$ cat src/rtl/uart_xmt_if.sv
// Character handshake between a producer and the UART transmitter.
interface uart_xmt_if;
   logic       in_valid;
   logic       in_ready;
   logic [7:0] in_data;

   modport master (output in_valid, output in_data, input in_ready);
   modport slave  (input in_valid, input in_data, output in_ready);
endinterface

$ cat src/rtl/uart_xmt.sv
// UART transmitter: start, 5-8 data bits LSB first, optional parity, 1 or 2 stop bits.
// Bit period is (sample_width+1)*SAMPLE_BITS clocks, matching the receiver.
//
// state  | meaning
// IDLE   | line high, ready for a character
// START  | start bit (low)
// DATA   | data bits, LSB first
// PARITY | parity bit
// STOP   | one or two stop bits (high)
module uart_xmt #(
   parameter int SAMPLE_WIDTH_BITS = 15,
   parameter int SAMPLE_BITS       = 5
) (
   input  logic                         clk,
   input  logic                         nRst,
   input  logic [SAMPLE_WIDTH_BITS-1:0] sample_width,
   input  logic                         en_parity,
   input  logic                         odd_parity,
   input  logic [1:0]                   data_bits,
   input  logic                         stop_bits,
   uart_xmt_if.slave                    in_bus,
   output logic                         busy,
   output logic                         tx_done,
   output logic                         TXD
);

   localparam int TW = (SAMPLE_BITS > 1) ? $clog2(SAMPLE_BITS) : 1;
   localparam logic [TW-1:0] TICK_LAST = TW'(SAMPLE_BITS - 1);

   typedef enum logic [2:0] {IDLE, START, DATA, PARITY, STOP} state_t;

   state_t                       state, state_nxt;
   logic [7:0]                   shreg;
   logic [2:0]                   last_idx;
   logic [2:0]                   bit_idx;
   logic                         par_bit;
   logic                         en_par;
   logic                         stop_two;
   logic [SAMPLE_WIDTH_BITS-1:0] sw_lat;
   logic [SAMPLE_WIDTH_BITS-1:0] presc;
   logic [TW-1:0]                tick_cnt;
   logic                         txd_nxt;
   logic                         done_nxt;
   logic                         accept;
   logic                         tick;
   logic                         bit_end;
   logic [7:0]                   data_mask;
   logic [2:0]                   last_in;

   always_comb begin
      last_in   = 3'd7;
      data_mask = 8'hFF;
      case (data_bits)
         2'd1: begin last_in = 3'd4; data_mask = 8'h1F; end
         2'd2: begin last_in = 3'd5; data_mask = 8'h3F; end
         2'd3: begin last_in = 3'd6; data_mask = 8'h7F; end
         default: ;
      endcase
   end

   assign in_bus.in_ready = (state == IDLE);
   assign busy            = (state != IDLE);
   assign accept          = in_bus.in_valid && (state == IDLE);
   assign tick            = (presc == sw_lat);
   assign bit_end         = tick && (tick_cnt == TICK_LAST);

   always_ff @(posedge clk) begin
      if (!nRst) begin
         state   <= IDLE;
         TXD     <= 1'b1;
         tx_done <= 1'b0;
      end else begin
         state   <= state_nxt;
         TXD     <= txd_nxt;
         tx_done <= done_nxt;
      end
   end

   // TXD is registered, so the value for the next bit is chosen here.
   always_comb begin
      state_nxt = state;
      txd_nxt   = TXD;
      done_nxt  = 1'b0;
      case (state)
         IDLE: begin
            txd_nxt = 1'b1;
            if (accept) begin
               state_nxt = START;
               txd_nxt   = 1'b0;
            end
         end
         START: begin
            if (bit_end) begin
               state_nxt = DATA;
               txd_nxt   = shreg[0];
            end
         end
         DATA: begin
            if (bit_end) begin
               if (bit_idx != last_idx) begin
                  txd_nxt = shreg[1];
               end else if (en_par) begin
                  state_nxt = PARITY;
                  txd_nxt   = par_bit;
               end else begin
                  state_nxt = STOP;
                  txd_nxt   = 1'b1;
               end
            end
         end
         PARITY: begin
            if (bit_end) begin
               state_nxt = STOP;
               txd_nxt   = 1'b1;
            end
         end
         STOP: begin
            txd_nxt = 1'b1;
            if (bit_end && !(stop_two && bit_idx == 3'd0)) begin
               state_nxt = IDLE;
               done_nxt  = 1'b1;
            end
         end
         default: begin
            state_nxt = IDLE;
            txd_nxt   = 1'b1;
         end
      endcase
   end

   always_ff @(posedge clk) begin
      if (!nRst) begin
         shreg    <= '0;
         last_idx <= '0;
         bit_idx  <= '0;
         par_bit  <= 1'b0;
         en_par   <= 1'b0;
         stop_two <= 1'b0;
         sw_lat   <= '0;
         presc    <= '0;
         tick_cnt <= '0;
      end else if (accept) begin
         shreg    <= in_bus.in_data & data_mask;
         last_idx <= last_in;
         bit_idx  <= '0;
         par_bit  <= odd_parity ^ (^(in_bus.in_data & data_mask));
         en_par   <= en_parity;
         stop_two <= stop_bits;
         sw_lat   <= sample_width;
         presc    <= '0;
         tick_cnt <= '0;
      end else if (state != IDLE) begin
         presc <= tick ? '0 : presc + 1'b1;
         if (tick) tick_cnt <= (tick_cnt == TICK_LAST) ? '0 : tick_cnt + 1'b1;
         if (bit_end) begin
            if (state == DATA) shreg <= shreg >> 1;
            bit_idx <= (state_nxt == state) ? bit_idx + 3'd1 : 3'd0;
         end
      end
   end

endmodule
$ cat src/flat_wrapper.sv
// flat-port wrapper written by rule: the top's interface ports become plain ports
module uart_xmt_flat 
#(
   parameter int SAMPLE_WIDTH_BITS = 15,
   parameter int SAMPLE_BITS       = 5
)
  (clk, nRst, sample_width, en_parity, odd_parity, data_bits, stop_bits, busy, tx_done, TXD, in_bus_in_valid, in_bus_in_data, in_bus_in_ready);
  uart_xmt_if in_bus_i ();
  input  logic clk;
  input  logic nRst;
  input  logic [SAMPLE_WIDTH_BITS-1:0] sample_width;
  input  logic en_parity;
  input  logic odd_parity;
  input  logic [1:0] data_bits;
  input  logic stop_bits;
  output logic busy;
  output logic tx_done;
  output logic TXD;
  input wire logic [$bits(in_bus_i.in_valid)-1:0] in_bus_in_valid;
  input wire logic [$bits(in_bus_i.in_data)-1:0] in_bus_in_data;
  output wire logic [$bits(in_bus_i.in_ready)-1:0] in_bus_in_ready;
  assign in_bus_i.in_valid = in_bus_in_valid;
  assign in_bus_i.in_data = in_bus_in_data;
  assign in_bus_in_ready = in_bus_i.in_ready;
  uart_xmt #(.SAMPLE_WIDTH_BITS(SAMPLE_WIDTH_BITS), .SAMPLE_BITS(SAMPLE_BITS)) u_core (.clk(clk), .nRst(nRst), .sample_width(sample_width), .en_parity(en_parity), .odd_parity(odd_parity), .data_bits(data_bits), .stop_bits(stop_bits), .in_bus(in_bus_i), .busy(busy), .tx_done(tx_done), .TXD(TXD));
endmodule
$ cat config.mk
export PLATFORM = sky130hd
export DESIGN_NAME = uart_xmt_flat
export DESIGN_NICKNAME = d
export VERILOG_FILES = /design/src/rtl/uart_xmt_if.sv /design/src/rtl/uart_xmt.sv /design/src/flat_wrapper.sv
export SDC_FILE = /design/constraint.sdc
export NUM_CORES = 1
export LEC_CHECK = 0
export CAP_MARGIN = 5
export CORE_MARGIN = 2
export CORE_UTILIZATION = 55
export DETAILED_ROUTE_END_ITERATION = 10
export GPL_ROUTABILITY_DRIVEN = 1
export PLACE_DENSITY_LB_ADDON = 0.25
export SYNTH_ARGS = -nofsm -noshare
export SYNTH_HDL_FRONTEND = slang
export SYNTH_SLANG_ARGS = --single-unit
$ cat constraint.sdc
create_clock -name clk -period 4.4 [get_ports clk]
set_input_delay 0.66 -clock clk [delete_from_list [all_inputs] [get_ports clk]]
set_output_delay 0.66 -clock clk [all_outputs]
set_load 0.05 [all_outputs]
==> summary.md <==
| Metric | Value |
|---|---|
| Min Tclk post-route | `around 3000 ps` |
| # port buffers | `34` |
| Status | `finished, final reports clean` |
| Nets@finish | `408` |
| Largest net degree at the start of global routing | `35` |
| RePlAce Congestion | `around 0.80` |
| Chip height | `75.8 µm` |
| Worst-Skew Late Latency | `310 ps` |
| Post-synth EDFFs | `0` |
| Num CTS Buffers | `5` |
| Syn Area/Cell | `between 8 and 9 µm²` |
| CTS tree | `yes` |
| Slowest CP cell | `clkdlybuf4s50_1` |
| Clock Root Buffer | `clkbuf_8` |
| Dpl ws | `approximately 1400 ps` |
| Worst setup margin | `about 1400 ps` |
| Grt ovf | `0` |
| Row count | `26` |
| Core area | `roughly 5000 µm²` |
| DRT iter0 DRCs | `276` |
| # Post-CTS Setup Buffers | `0` |
| Vias | `2477` |
| 1st-pass router iterations | `4` |
| Ratio of cells with drive above 1 in the final layout | `between 2 and 3%` |
| DR DRC count | `0` |
| Die area | `5750 µm²` |
| Slew HR | `a little under a third` |
| Per-cell routed wire length | `between 10 and 15 µm` |
| Vias/cell | `around 5.6` |
| Clock slew at reported path FFs | `around 90 ps` |
| Yosys warns | `0` |
| Worst Tran Pin Value | `1020 ps` |
| Final Cell Area | `~3300 µm²` |
| Number of max-cap violations | `0` |
| # IOs | `35` |
| Slowest stage delay, CP | `between 800 and 900 ps` |
| Most common cell after layout, fill and taps aside | `dfxtp_1` |
| Achievable Freq | `between 300 and 400 MHz` |
| Worst vdd ir | `0.203 mV` |
| Total GRT Usage | `24.0%` |
| WP data required | `~3700 ps` |
| # hold bufs at CTS | `0` |
| Placed inst area | `3200 µm²` |
| CP arrival | `between 2000 and 2500 ps` |
| Gate Count Post-Synth | `approximately 350` |
| Final setup TNS | `0 ps` |
| Vias in the first global route | `between 2000 and 2500` |
| Leakage dissipation | `roughly 0.0011 µW` |
| Final WL | `around 6300 µm` |
| Crit path cell chain | `or3_1 > inv_1 > clkdlybuf4s50_1` |
| Syn_nets | `between 300 and 400` |
| Final setup viols | `0` |
| Hold Vio Cnt, Final | `0` |
| Antenna cells | `0` |
| Total Power | `974 µW` |
| Most frequent cells in the layout | `dfxtp_1 (55), nand2_1 (50), xnor2_1 (34), clkdlybuf4s50_1 (34), nor2_1 (25)` |
| Starting Density | `56.3%` |
| Synthesized area | `approximately 2800 µm²` |
| Antenna violations before repair | `0` |
| Clock Skews | `around 2.3 ps` |
| Pwr dens | `roughly 300 nW/µm²` |
| Slew Viols, Final | `0` |
| CTS Buffer Depth | `2` |
| Min-delay worst type | `flop to flop` |
| Register area | `1100 µm²` |
| CTS H-tree lvls | `2` |
| Syn-to-layout area delta | `15.8%` |
| CTS resizes | `0` |
| Crit end category | `output port` |
| Seq cells post-synth | `55` |
| Synth unique cells | `43` |
| Period utilization | `roughly 68%` |
| Synth Flop Type | `dfxtp_1` |
| Critical path class | `flop to output port` |
| Setup crit start kind | `flop` |
| Die Wd | `75.8 µm` |
| Post-DP HPWL | `about 4500 µm` |
| Area of the multi-input gates | `roughly 1600 µm²` |
| Post-route antenna net violation count | `0` |
| Worst-path fanout max | `17` |
| First-pass GRT wire length | `around 11000 µm` |
| Clk sinks | `55` |
| Final core utilization | `65.2%` |
| Fillers | `~460` |
| Register area share after synthesis | `38.8%` |
| Synth async-reset ratio | `0%` |
| RSZ-0062 raised after global routing | `no` |
==> worst paths after layout <==
kind	startpoint	endpoint	slack (ps)	cells after the start
max	u_core.state[1]	in_bus_in_ready	1410	3
max reg2reg	u_core.state[0]	u_core.presc[1]	1860	4
min	u_core.shreg[0]	u_core.shreg[0]	470	2
min reg2reg	u_core.shreg[0]	u_core.shreg[0]	470	2
==> cells in the mapped netlist, types with 3 or more instances <==
library cell	instances	share of area (%)
nor2_1	25	3.3
a21oi_1	14	2.5
ha_1	8	3.5
nand3_1	7	1.2
nand2_1	50	6.6
xor2_1	9	2.8
xnor2_1	34	10
nor3_1	7	1.2
a21boi_0	18	4.8
o21ai_0	19	3.4
nand3b_1	3	0.79
buf_2	3	0.53
dfxtp_1	55	39
nor2b_1	5	1.1
nand2b_1	4	0.88
inv_1	13	1.7
clkbuf_1	15	2.0
a31oi_1	12	2.6
nand4_1	14	3.1
==> layer usage <==
layer	routed length (µm)	vias to the layer above	track usage [%]	part of all wire, %
met5	0	-	0	0
met4	84	0	6.82	1.3
met2	2870	59	36.5	46
li1	-	1237	-	-
met1	3070	1171	34.5	49
met3	250	10	4.50	4.0
==> layout make-up <==
class                      instances  area share (%)
clock inverter                     1           0.152
timing repair buffer              37            11.0
clock buffer                       7            2.32
multi-input combinational        257            48.8
inverter                          13            1.49
sequential                        55            33.5
tap                               70            2.67
==> worst max-delay path: cells and delay by family (launching register included) <==
| kind | cells | cell delay [ps] |
|---|---|---|
| buffers and inverters | 2 | 960 |
| DFF | 1 | 480 |
| and+or+nand+nor | 1 | 590 |
==> logic make-up after synthesis <==
| group | share of synthesized area, % |
|---|---|
| and+or+nand+nor | 21.7 |
| buffers and inverters | 5.03 |
| xor gates and xnor gates | 13.3 |
| AOI/OAI and AO/OA | 17.0 |
| muxes | 0.706 |
| DFF | 38.8 |
| adders and majority gates | 3.53 |
==> report_power, final <==
group / switching, µW / internal (µW) / total (µW)
clock network: 157 / 112 / 269
registers: 18.8 / 521 / 540
logic: 85.8 / 79.3 / 165
total: 261 / 712 / 974
==> registers in the layout (all words and copies together) (netlist names), 3 cells and up <==
| signal | cells |
|---|---|
| u_core.tick_cnt | 3 |
| u_core.bit_idx | 3 |
| u_core.last_idx | 3 |
| u_core.shreg | 8 |
| u_core.presc | 15 |
| u_core.sw_lat | 15 |
| u_core.state | 3 |
==> per-stage QoR <==
step	hold WS, ps	instances
global route	508	440
floorplan	442	346
CTS	475	440
finish	470	440
global placement	453	432
detailed placement	461	432
Power figures use the tool's default switching activity.
